==> config.mk <==
export PLATFORM = sky130hd
export DESIGN_NAME = mmio_timer_flat
export DESIGN_NICKNAME = d
export VERILOG_FILES = /design/src/rtl/mmio_timer_if.sv /design/src/rtl/mmio_timer.sv /design/src/flat_wrapper.sv
export SDC_FILE = /design/constraint.sdc
export NUM_CORES = 1
export LEC_CHECK = 0
export CAP_MARGIN = 20
export CELL_PAD_IN_SITES_DETAIL_PLACEMENT = 1
export CELL_PAD_IN_SITES_GLOBAL_PLACEMENT = 1
export CORE_MARGIN = 8
export CORE_UTILIZATION = 39
export CTS_CLUSTER_SIZE = 8
export DETAILED_ROUTE_END_ITERATION = 8
export GPL_TIMING_DRIVEN = 0
export PLACE_DENSITY_LB_ADDON = 0.05
export SETUP_SLACK_MARGIN = 0.3
export SYNTH_ARGS = -nofsm -noshare
export SYNTH_HDL_FRONTEND = slang
export SYNTH_SLANG_ARGS = --single-unit
==> constraint.sdc <==
create_clock -name clk -period 3.2 [get_ports clk]
set_clock_uncertainty 0.1 [all_clocks]
set_input_delay 0.64 -clock clk [delete_from_list [all_inputs] [get_ports clk]]
set_output_delay 0.64 -clock clk [all_outputs]
set_load 0.03 [all_outputs]
==> src/rtl/mmio_timer_if.sv <==
// mmio_timer_if: data-memory bus between the CPU load/store path and the timer.
// The CPU drives address/data_write/mem_wr; the timer answers with data_read/hit.
interface mmio_timer_if;
    logic [12:0] address;
    logic [63:0] data_write;
    logic        mem_wr;
    logic [63:0] data_read;
    logic        hit;

    modport master (
        output address, data_write, mem_wr,
        input  data_read, hit
    );

    modport slave (
        input  address, data_write, mem_wr,
        output data_read, hit
    );
endinterface

==> src/rtl/mmio_timer.sv <==
// mmio_timer: prescaled 64-bit timer with compare/irq on the data-memory bus.
// Optional input capture is built only when MMIO_TIMER_CAPTURE_EN is defined.
module mmio_timer #(
    parameter logic [12:0] BASE_ADDR  = 13'h1F00,
    parameter int          PRESCALE_W = 16
) (
    input  logic        clk,
    input  logic        rst_n,
    mmio_timer_if.slave bus,
    input  logic        capture_in,
    output logic        irq
);
    typedef enum logic [1:0] {
        IDLE,
        COUNTING,
        HALTED
    } state_e;

    state_e                state_q, state_d;
    logic [2:0]            ctrl_q, ctrl_d;
    logic [PRESCALE_W-1:0] presc_q, presc_d;
    logic [PRESCALE_W-1:0] presc_cnt_q, presc_cnt_d;
    logic [63:0]           count_q, count_d;
    logic [63:0]           compare_q, compare_d;
    logic [63:0]           capture_q, capture_d;
    logic                  match_q, match_d;
    logic                  ovf_q, ovf_d;
    logic                  cap_q, cap_d;
    logic [7:0]            match_cnt_q, match_cnt_d;

    logic [12:0] offset;
    logic [9:0]  idx;
    logic        sel;
    logic        wr_ctrl, wr_presc, wr_count, wr_cmp, wr_status;
    logic        tick, match_set, ovf_set, cap_edge;
    logic [63:0] dw;

    assign dw       = bus.data_write;
    assign offset   = bus.address - BASE_ADDR;
    assign idx      = 10'(offset >> 3);
    assign sel      = (idx <= 10'd5);
    assign bus.hit  = sel;
    assign wr_ctrl   = bus.mem_wr && sel && (idx == 10'd0);
    assign wr_presc  = bus.mem_wr && sel && (idx == 10'd1);
    assign wr_count  = bus.mem_wr && sel && (idx == 10'd2);
    assign wr_cmp    = bus.mem_wr && sel && (idx == 10'd3);
    assign wr_status = bus.mem_wr && sel && (idx == 10'd4);
    assign tick = (state_q == COUNTING) && (presc_cnt_q == presc_q);
    assign irq  = match_q & ctrl_q[2];

`ifdef MMIO_TIMER_CAPTURE_EN
    logic sync1_q, sync2_q, prev_q;

    // Two-flop synchronizer on the async pin plus one history stage for edges
    always_ff @(posedge clk or negedge rst_n) begin
        if (!rst_n) begin
            sync1_q <= 1'b0;
            sync2_q <= 1'b0;
            prev_q  <= 1'b0;
        end else begin
            sync1_q <= capture_in;
            sync2_q <= sync1_q;
            prev_q  <= sync2_q;
        end
    end

    assign cap_edge = sync2_q & ~prev_q;
`else
    logic unused_capture_in;
    assign unused_capture_in = capture_in;
    assign cap_edge = 1'b0;
`endif

    // Next-state: tick effects first, then software writes override them
    always_comb begin
        state_d     = state_q;
        ctrl_d      = ctrl_q;
        presc_d     = presc_q;
        presc_cnt_d = presc_cnt_q;
        count_d     = count_q;
        compare_d   = compare_q;
        capture_d   = capture_q;
        match_set   = 1'b0;
        ovf_set     = 1'b0;
        // A disabling CTRL write freezes COUNT even if a tick lands with it
        if (tick && !(wr_ctrl && !dw[0])) begin
            if (count_q == compare_q) begin
                match_set = 1'b1;
                if (ctrl_q[1]) begin
                    count_d = '0;
                end else begin
                    state_d = HALTED;
                end
            end else begin
                count_d = count_q + 64'd1;
                ovf_set = &count_q;
            end
        end
        if (tick) begin
            presc_cnt_d = '0;
        end else if (state_q == COUNTING) begin
            presc_cnt_d = presc_cnt_q + PRESCALE_W'(1);
        end
        if (wr_ctrl) begin
            ctrl_d  = dw[2:0];
            state_d = dw[0] ? COUNTING : IDLE;
            if (state_q != COUNTING || !dw[0]) begin
                presc_cnt_d = '0;
            end
        end
        if (wr_presc) presc_d = dw[PRESCALE_W-1:0];
        if (wr_count) count_d = dw;
        if (wr_cmp) compare_d = dw;
        if (cap_edge) capture_d = count_q;
        match_d = (match_q & ~(wr_status & dw[0])) | match_set;
        ovf_d   = (ovf_q & ~(wr_status & dw[1])) | ovf_set;
        cap_d   = (cap_q & ~(wr_status & dw[2])) | cap_edge;
        match_cnt_d = wr_status ? 8'd0 : match_cnt_q;
        if (match_set && match_cnt_d != 8'hFF) begin
            match_cnt_d = match_cnt_d + 8'd1;
        end
    end

    // Register all timer state
    always_ff @(posedge clk or negedge rst_n) begin
        if (!rst_n) begin
            state_q     <= IDLE;
            ctrl_q      <= '0;
            presc_q     <= '0;
            presc_cnt_q <= '0;
            count_q     <= '0;
            compare_q   <= '0;
            capture_q   <= '0;
            match_q     <= 1'b0;
            ovf_q       <= 1'b0;
            cap_q       <= 1'b0;
            match_cnt_q <= '0;
        end else begin
            state_q     <= state_d;
            ctrl_q      <= ctrl_d;
            presc_q     <= presc_d;
            presc_cnt_q <= presc_cnt_d;
            count_q     <= count_d;
            compare_q   <= compare_d;
            capture_q   <= capture_d;
            match_q     <= match_d;
            ovf_q       <= ovf_d;
            cap_q       <= cap_d;
            match_cnt_q <= match_cnt_d;
        end
    end

    // Combinational read mux; zero outside the window or at unmapped slots
    always_comb begin
        bus.data_read = '0;
        if (sel) begin
            case (idx)
                10'd0:   bus.data_read = {61'd0, ctrl_q};
                10'd1:   bus.data_read = {{(64-PRESCALE_W){1'b0}}, presc_q};
                10'd2:   bus.data_read = count_q;
                10'd3:   bus.data_read = compare_q;
                10'd4:   bus.data_read = {48'd0, match_cnt_q, 5'd0,
                                          cap_q, ovf_q, match_q};
                10'd5:   bus.data_read = capture_q;
                default: bus.data_read = '0;
            endcase
        end
    end
endmodule

==> src/flat_wrapper.sv <==
// flat-port wrapper written by rule: the top's interface ports become plain ports
module mmio_timer_flat 
#(
    parameter logic [12:0] BASE_ADDR  = 13'h1F00,
    parameter int          PRESCALE_W = 16
)
  (clk, rst_n, capture_in, irq, bus_address, bus_data_write, bus_mem_wr, bus_data_read, bus_hit);
  mmio_timer_if bus_i ();
  input  logic clk;
  input  logic rst_n;
  input  logic capture_in;
  output logic irq;
  input wire logic [$bits(bus_i.address)-1:0] bus_address;
  input wire logic [$bits(bus_i.data_write)-1:0] bus_data_write;
  input wire logic [$bits(bus_i.mem_wr)-1:0] bus_mem_wr;
  output wire logic [$bits(bus_i.data_read)-1:0] bus_data_read;
  output wire logic [$bits(bus_i.hit)-1:0] bus_hit;
  assign bus_i.address = bus_address;
  assign bus_i.data_write = bus_data_write;
  assign bus_i.mem_wr = bus_mem_wr;
  assign bus_data_read = bus_i.data_read;
  assign bus_hit = bus_i.hit;
  mmio_timer #(.BASE_ADDR(BASE_ADDR), .PRESCALE_W(PRESCALE_W)) u_core (.clk(clk), .rst_n(rst_n), .bus(bus_i), .capture_in(capture_in), .irq(irq));
endmodule
==> results.md, run 1 <==
- Setup_tns: -54.10 ns
- Largest net degree at the start of global routing: 96
- Ports: 147
- Global route overflow: 0
- Die area: 0.0350 mm^2
- Number of global-route vias before repair: 12623
- Area Overhead vs Synth: 62.9%
- Type of the tightest min-delay check: in -> async
- WP data required: 2.46 ns
- Max transition margin: 0.372
- Syn Inst Count: 1229
- Average wire per standard cell: 33.0 um
- Syn_area_per_cell: 9.29 um^2
- CTS Buf Count: 17
- Rows: 62
- Worst IR Drop VDD: 0.271 mV
- Antenna viol nets, final: 0
- CTS tree: yes
- Clk root buf: clkbuf_16
- Highest clock rate: 0.268 GHz
- Post-route cell area: 0.0186 mm^2
- Die width: 187 um
- Routability congestion estimate: 0.901
- Worst-skew pair later-pin latency: 0.47 ns
- Post-Syn Area: 0.0114 mm^2
- Antenna violations before repair: 7
- Initial Utilization: 0.397
- DR vias: 12976
- Synthesized netlist net count: 1313
- Async S/R FF share, synth: 1.00
- Iteration-0 DRC Markers: 1727
- Min Tclk post-route: 3.73 ns
- Clock transition at path regs: 0.09 ns
- Pwr dens: 270 mW/mm^2
- DP Wirelength: 36000 um
- CORE AREA: 0.0288 mm^2
- Endpoints failing hold: 0
- WS Path Type: in -> out
- Remaining DRCs: 0
- Final period util: 1.17
- Final setup viols: 185
- FF+latch count, synth: 176
- CTS Sinks: 176
- Worst slew pin tran: 0.939 ns
- Post-CTS Hold Fix Bufs: 0
- Deepest clock path buffer count: 2
- Post-Route WL: 64500 um
- Failing checks: setup timing
- Ys Warns: 0
- Drt via density: 6.64
- Global-route wire length before repair: 82800 um
- Slew Limit Fails: 0
- Worst hold slack: 0.0767 ns
- Critical path arrival: 2.99 ns
- Max cap viols: 0
- Die Span Y: 187 um
- I/O Buffers: 140
- CP Max Fanout: 6
- Synth cell types: 80
- GRT Util Overall: 0.309
- Area post-placement: 0.0142 mm^2
- Proportion of layout cells with a drive suffix above 1: 0.418
- Setup crit end kind: output port
- Final worst slack: -0.531 ns
- Number of synthesized flops with an enable pin: 0
- CTS H-Tree Depth: 4
- Post-synthesis sequential area ratio: 0.386
- Post-synth top flop: dfrtp_1
- RSZ-0062 raised after global routing: true
- Nets: 1641
- Startpoint Class: input pin
- Drt first pass iters: 9
- P_leak: 8.03 nW
- Final total power: 5.03 mW
- Status: complete, but fails checks
kinds of logic after synthesis:
| group | synth area share |
|---|---|
| AND/OR/NAND/NOR | 0.224 |
| flip-flops | 0.386 |
| buffers and inverters | 0.0426 |
| multiplexers | 0.145 |
| XOR/XNOR | 0.0752 |
| AO/OA/AOI/OAI | 0.123 |
| adder cells (fa/ha/maj) | 0.00329 |
repair_timing:
item                                    4_1_cts  5_1_grt
setup buffers                                86       53
endpoints found under the setup margin      241      241
pin swaps                                    50       83
cloned                                       21        7
gates resized for setup                     672      252
sequential cells by signal, summed over array words and instances (netlist names):
register and count:
u_core.cap_q 1, u_core.match_cnt_q 8, u_core.ovf_q 1, u_core.state_q 2, u_core.presc_q 16, u_core.presc_cnt_q 16, u_core.ctrl_q 3, u_core.count_q 64
u_core.match_q 1, u_core.compare_q 64
per-layer routing:
layer | global-route usage | wire length (um)
met1 | 0.409 | 25000
met2 | 0.470 | 28400
met3 | 0.0716 | 6830
met4 | 0.149 | 4190
met5 | 0 | 119
synthesized netlist by cell type, types with 5 or more instances:
| cell type | number | share of area |
|---|---|---|
| nor3_1 | 35 | 0.015 |
| a21boi_0 | 6 | 0.0039 |
| a22oi_1 | 26 | 0.017 |
| and3_1 | 22 | 0.012 |
| mux2_2 | 94 | 0.093 |
| nand2b_1 | 6 | 0.0033 |
| xnor2_1 | 83 | 0.064 |
| o21a_1 | 5 | 0.0033 |
| or4_1 | 9 | 0.0059 |
| o21ai_0 | 34 | 0.015 |
| o211ai_1 | 23 | 0.015 |
| nand2_1 | 103 | 0.034 |
| inv_1 | 18 | 0.0059 |
| a21oi_1 | 16 | 0.0070 |
| buf_2 | 22 | 0.0096 |
| a21o_1 | 9 | 0.0059 |
| nor2_1 | 112 | 0.037 |
| dfrtp_1 | 176 | 0.39 |
| a211o_1 | 14 | 0.011 |
| and4_1 | 10 | 0.0077 |
| a22o_1 | 6 | 0.0046 |
| nand3_1 | 86 | 0.038 |
| mux2i_1 | 60 | 0.053 |
| nand4_1 | 45 | 0.025 |
| xor2_1 | 15 | 0.012 |
| or3_1 | 17 | 0.0093 |
| nor4_1 | 15 | 0.0082 |
| a31oi_1 | 6 | 0.0033 |
| and2_1 | 10 | 0.0055 |
| clkbuf_1 | 59 | 0.019 |
| o31ai_1 | 6 | 0.0039 |
| buf_4 | 5 | 0.0033 |
per-stage QoR:
step / setup slack, ns / instances / util
floorplan: -0.0859 / 1229 / -
global placement: -6.61 / 1753 / 0.493
finish: -0.531 / 1955 / 0.646
global route: -0.554 / 1954 / 0.646
CTS: -0.461 / 1894 / 0.590
detailed placement: -1.64 / 1755 / 0.495
final timing paths:
path                                                startpoint                          endpoint  slack (ns)  depth (start not counted)
min in group clk                 u_core.state_q[1]$_DFFE_PN0P_     u_core.state_q[1]$_DFFE_PN0P_        0.45                          2
max in group asynchronous                                rst_n  u_core.compare_q[63]$_DFFE_PN0P_        1.88                          2
worst min-delay path                                     rst_n   u_core.match_cnt_q[1]$_DFF_PN0_        0.08                          1
worst max-delay path                            bus_address[9]                 bus_data_read[12]       -0.53                         12
worst max register to register  u_core.count_q[10]$_DFFE_PN0P_    u_core.count_q[13]$_DFFE_PN0P_       -0.37                         10
worst min register to register   u_core.state_q[1]$_DFFE_PN0P_     u_core.state_q[1]$_DFFE_PN0P_        0.45                          2
cell usage in the layout, fill, tap and decap left out, types with 20 or more instances in the layout:
cell type and n:
dfrtp_1 176, buf_6 139, nand2_1 90, mux2_4 77, nand3_1 72, clkdlybuf4s50_1 68, xnor2_1 61, mux2i_1 60
nor2_4 58, buf_4 53, nor2_1 51, nand4_1 45, clkbuf_16 39, buf_12 37, clkbuf_1 26, o211ai_1 23
a22oi_1 21, xnor2_2 21, nor3_1 21, clkbuf_2 20
cell type report:
type,count,area [um^2]
Inverter,18,67.6
Timing Repair Buffer,308,3780
Tap cell,384,480
Buffer,93,938
Fill cell,2931,10200
Sequential cell,176,4400
Multi-Input combinational cell,943,8350
Clock buffer,18,439
Clock inverter,14,133
Antenna cell,1,2.50
report_power, final:
part           total (mW)  internal, mW  leakage, nW  switching [mW]
combinational       0.521         0.219         5.42           0.302
sequential           2.29          2.25         2.32          0.0387
clock                2.22          1.06        0.282            1.16
critical path, stage by stage:
cell	delay, ns
buf_8	0.10
ha_4	0.23
or4b_4	0.53
buf_12	0.15
nor2b_4	0.20
buf_4	0.17
o21ai_4	0.12
nor2_4	0.22
buf_4	0.16
nand2_1	0.18
o21ai_4	0.12
buf_6	0.15
Note: power is estimated with default switching activity, not from simulation.
==> inputs of run 2 (changes only) <==
--- a/config.mk
+++ b/config.mk
@@ -15,6 +15,7 @@
 export GPL_TIMING_DRIVEN = 0
 export PLACE_DENSITY_LB_ADDON = 0.05
 export SETUP_SLACK_MARGIN = 0.3
+export SLEW_MARGIN = 5
 export SYNTH_ARGS = -nofsm -noshare
 export SYNTH_HDL_FRONTEND = slang
 export SYNTH_SLANG_ARGS = --single-unit
==> results of run 2 <==
The final DEF is identical to that of run 1; final timing and power are the same.
==> inputs of run 3 (changes only) <==
--- a/config.mk
+++ b/config.mk
@@ -6,10 +6,10 @@
 export NUM_CORES = 1
 export LEC_CHECK = 0
 export CAP_MARGIN = 20
-export CELL_PAD_IN_SITES_DETAIL_PLACEMENT = 1
-export CELL_PAD_IN_SITES_GLOBAL_PLACEMENT = 1
+export CELL_PAD_IN_SITES_DETAIL_PLACEMENT = 2
+export CELL_PAD_IN_SITES_GLOBAL_PLACEMENT = 2
 export CORE_MARGIN = 8
-export CORE_UTILIZATION = 39
+export CORE_UTILIZATION = 32
 export CTS_CLUSTER_SIZE = 8
 export DETAILED_ROUTE_END_ITERATION = 8
 export GPL_TIMING_DRIVEN = 0
==> results.md, run 3 (synthesized netlist as in run 1, its figures left out) <==
- Setup_tns: -14.62 ns (+39.48 ns)
- Max transition margin: 0.297 (-0.0750)
- P_leak: 7.58 nW (-5.6%)
- Deepest clock path buffer count: 2 (unchanged)
- Worst IR Drop VDD: 0.388 mV (+43%)
- Slew Limit Fails: 0 (unchanged)
- DP Wirelength: 40800 um (+14%)
- Die Span Y: 205 um (+9.5%)
- Largest net degree at the start of global routing: 66 (-31%)
- CTS H-Tree Depth: 4 (unchanged)
- GRT Util Overall: 0.274 (-0.0358)
- Sequential Power Share: 0.457 (+0.002)
- CORE AREA: 0.0353 mm^2 (+23%)
- Most frequent cells in the layout: 173 x dfrtp_1, 102 x buf_6, 94 x mux2_2
- Min Tclk post-route: 3.54 ns (-0.194 ns)
- Average wire per standard cell: 30.8 um (-6.5%)
- CP Max Fanout: 5 (-1)
- Drt first pass iters: 5 (-4)
- DP Worst Slack: -1.73 ns (-0.0854 ns)
- FF-to-FF path depth: 8 (-2)
- DR vias: 11626 (-10%)
- Antenna violations before repair: 2 (-5)
- Remaining DRCs: 0 (unchanged)
- Final worst slack: -0.337 ns (+0.194 ns)
- Area post-placement: 0.0144 mm^2 (+0.87%)
- Proportion of layout cells with a drive suffix above 1: 0.413 (-0.00531)
- Psw: 1.33 mW (-11%)
- Iteration-0 DRC Markers: 762 (-56%)
- Final period util: 1.11 (-0.0606)
- Status: complete, but fails checks
- Startpoint Class: input pin
- Max cap viols: 0 (unchanged)
- Critical path arrival: 2.80 ns (-0.19 ns)
- WS Path Type: in -> out
- Placed insts: 1833 (+4.4%)
- Clk root buf: clkbuf_16
- Worst-skew pair later-pin latency: 0.47 ns (about the same)
- Clock power frac: 0.442 (about the same)
- Clock transition at path regs: 0.07 ns (-0.02 ns)
- Initial Utilization: 0.323 (-0.0734)
- CP startpoint: bus_address[9]
- Number of global-route vias before repair: 12474 (-1.2%)
- Ant diodes: 0 (-1)
- Nets: 1592 (-3.0%)
- FF-to-FF Start: u_core.presc_cnt_q[9]$_DFF_PN0_
- Highest clock rate: 0.283 GHz (+5.5%)
- Post-Route WL: 61100 um (-5.3%)
- CTS Buf Count: 17 (unchanged)
- Internal power: 3.68 mW (+4.3%)
- WP data required: 2.46 ns (about the same)
- Setup crit end kind: output port
- Logic pwr share: 0.101 (-0.003)
- CTS Sinks: 176 (unchanged)
- End of the worst register-to-register path: u_core.ovf_q$_DFF_PN0_
- Flop2flop setup slack: 0.15 ns (+0.52 ns)
- Antenna viol nets, final: 0 (unchanged)
- Fin cells: 1981 (+1.3%)
- Largest regs: u_core.compare_q: 64 flops, u_core.count_q: 64 flops
- Ports: 147 (unchanged)
- Die width: 205 um (+9.5%)
- Drt via density: 5.87 (-12%)
- Routability congestion estimate: 0.895 (-0.69%)
- Type of the tightest min-delay check: in -> async
- RSZ-0062 raised after global routing: true
- CTS tree: yes
- Post-route cell area: 0.0176 mm^2 (-5.3%)
- Die area: 0.0420 mm^2 (+20%)
- Area Overhead vs Synth: 54.3%
- Global-route wire length before repair: 84900 um (+2.5%)
- Rows: 69 (+11%)
- Final setup viols: 75 (-59%)
- Pwr dens: 285 mW/mm^2 (+5.4%)
- Endpoints failing hold: 0 (unchanged)
- Worst hold slack: 0.0107 ns (-0.0660 ns)
- I/O Buffers: 140 (unchanged)
- Global route overflow: 0 (unchanged)
- Failing checks: setup timing
- Leading cell type in the layout, fill and taps excluded: dfrtp_1
- Worst slew pin tran: 1.05 ns (+0.113 ns)
- Sw Ratio: 0.266 (-0.0318)
## run 3: cell count changes in the layout (fill, tap and decap cells not counted), sizes merged, moves of 2 or more
cell | previous run | this run
buf | 257 | 223
bufinv | 0 | 2
clkbuf | 90 | 79
clkinv | 2 | 4
dlygate4sd2 | 2 | 4
inv | 29 | 19
## run 3: cell type report
class | count | area [um^2]
well taps | 461 | 577
multi-input cells | 943 | 8230
clock inverters | 9 | 108
clock buffers | 22 | 474
repair buffers | 259 | 2780
plain buffers | 93 | 966
flip-flops and latches | 176 | 4410
inverters | 18 | 67.6
fillers | 3529 | 17700
## run 3: worst max-delay path by stage
stage	end	slack, ns
6_report	bus_data_read[11]	-0.34
5_1_grt	bus_data_read[11]	-0.38
4_1_cts	bus_data_read[1]	-0.27
3_5_place_dp	bus_data_read[11]	-1.73
3_3_place_gp	u_core.compare_q[27]$_DFFE_PN0P_	-6.95
2_1_floorplan	bus_data_read[1]	-0.09
## run 3: repair_timing
item / CTS / global route
endpoints found under the setup margin: 240 / 225
hold buffers: 0 / 0
cloned: 5 / 8
setup buffers: 59 / 45
endpoints found under the hold margin: 0 / 0
gates resized for setup: 641 / 189
pin swaps: 41 / 71
## run 3: power groups by stage
stage	Sequential (mW)	Clock, mW	Combinational [mW]
after floorplan	2.32	0	0.178
after global placement	2.33	0	0.425
after detailed placement	2.33	0	0.440
after CTS	2.29	2.23	0.487
after global routing	2.29	2.31	0.534
final	2.29	2.22	0.507
## run 3: worst max-delay path, stage by stage
cell      delay [ns]
buf_8           0.10
ha_4            0.22
or4b_4          0.53
a211oi_4        0.20
buf_6           0.16
buf_4           0.14
o21ai_4         0.09
nor2_4          0.25
nand2_2         0.17
o21ai_4         0.11
buf_4           0.19
## run 3: per-stage QoR
step | power (mW) | util
after floorplan | 2.49 | -
after global placement | 2.75 | 0.405
after detailed placement | 2.77 | 0.407
after CTS | 5.00 | 0.465
after global routing | 5.13 | 0.499
final | 5.01 | 0.499
## run 3: per-layer routing
metal,up-vias,part of all wire,GRT usage,routed length (um)
met4,4,0.059,0.144,3580
met3,167,0.056,0.0498,3440
met1,6005,0.40,0.336,24500
li1,5048,-,-,-
met2,402,0.48,0.453,29500
met5,-,0.00046,0,28
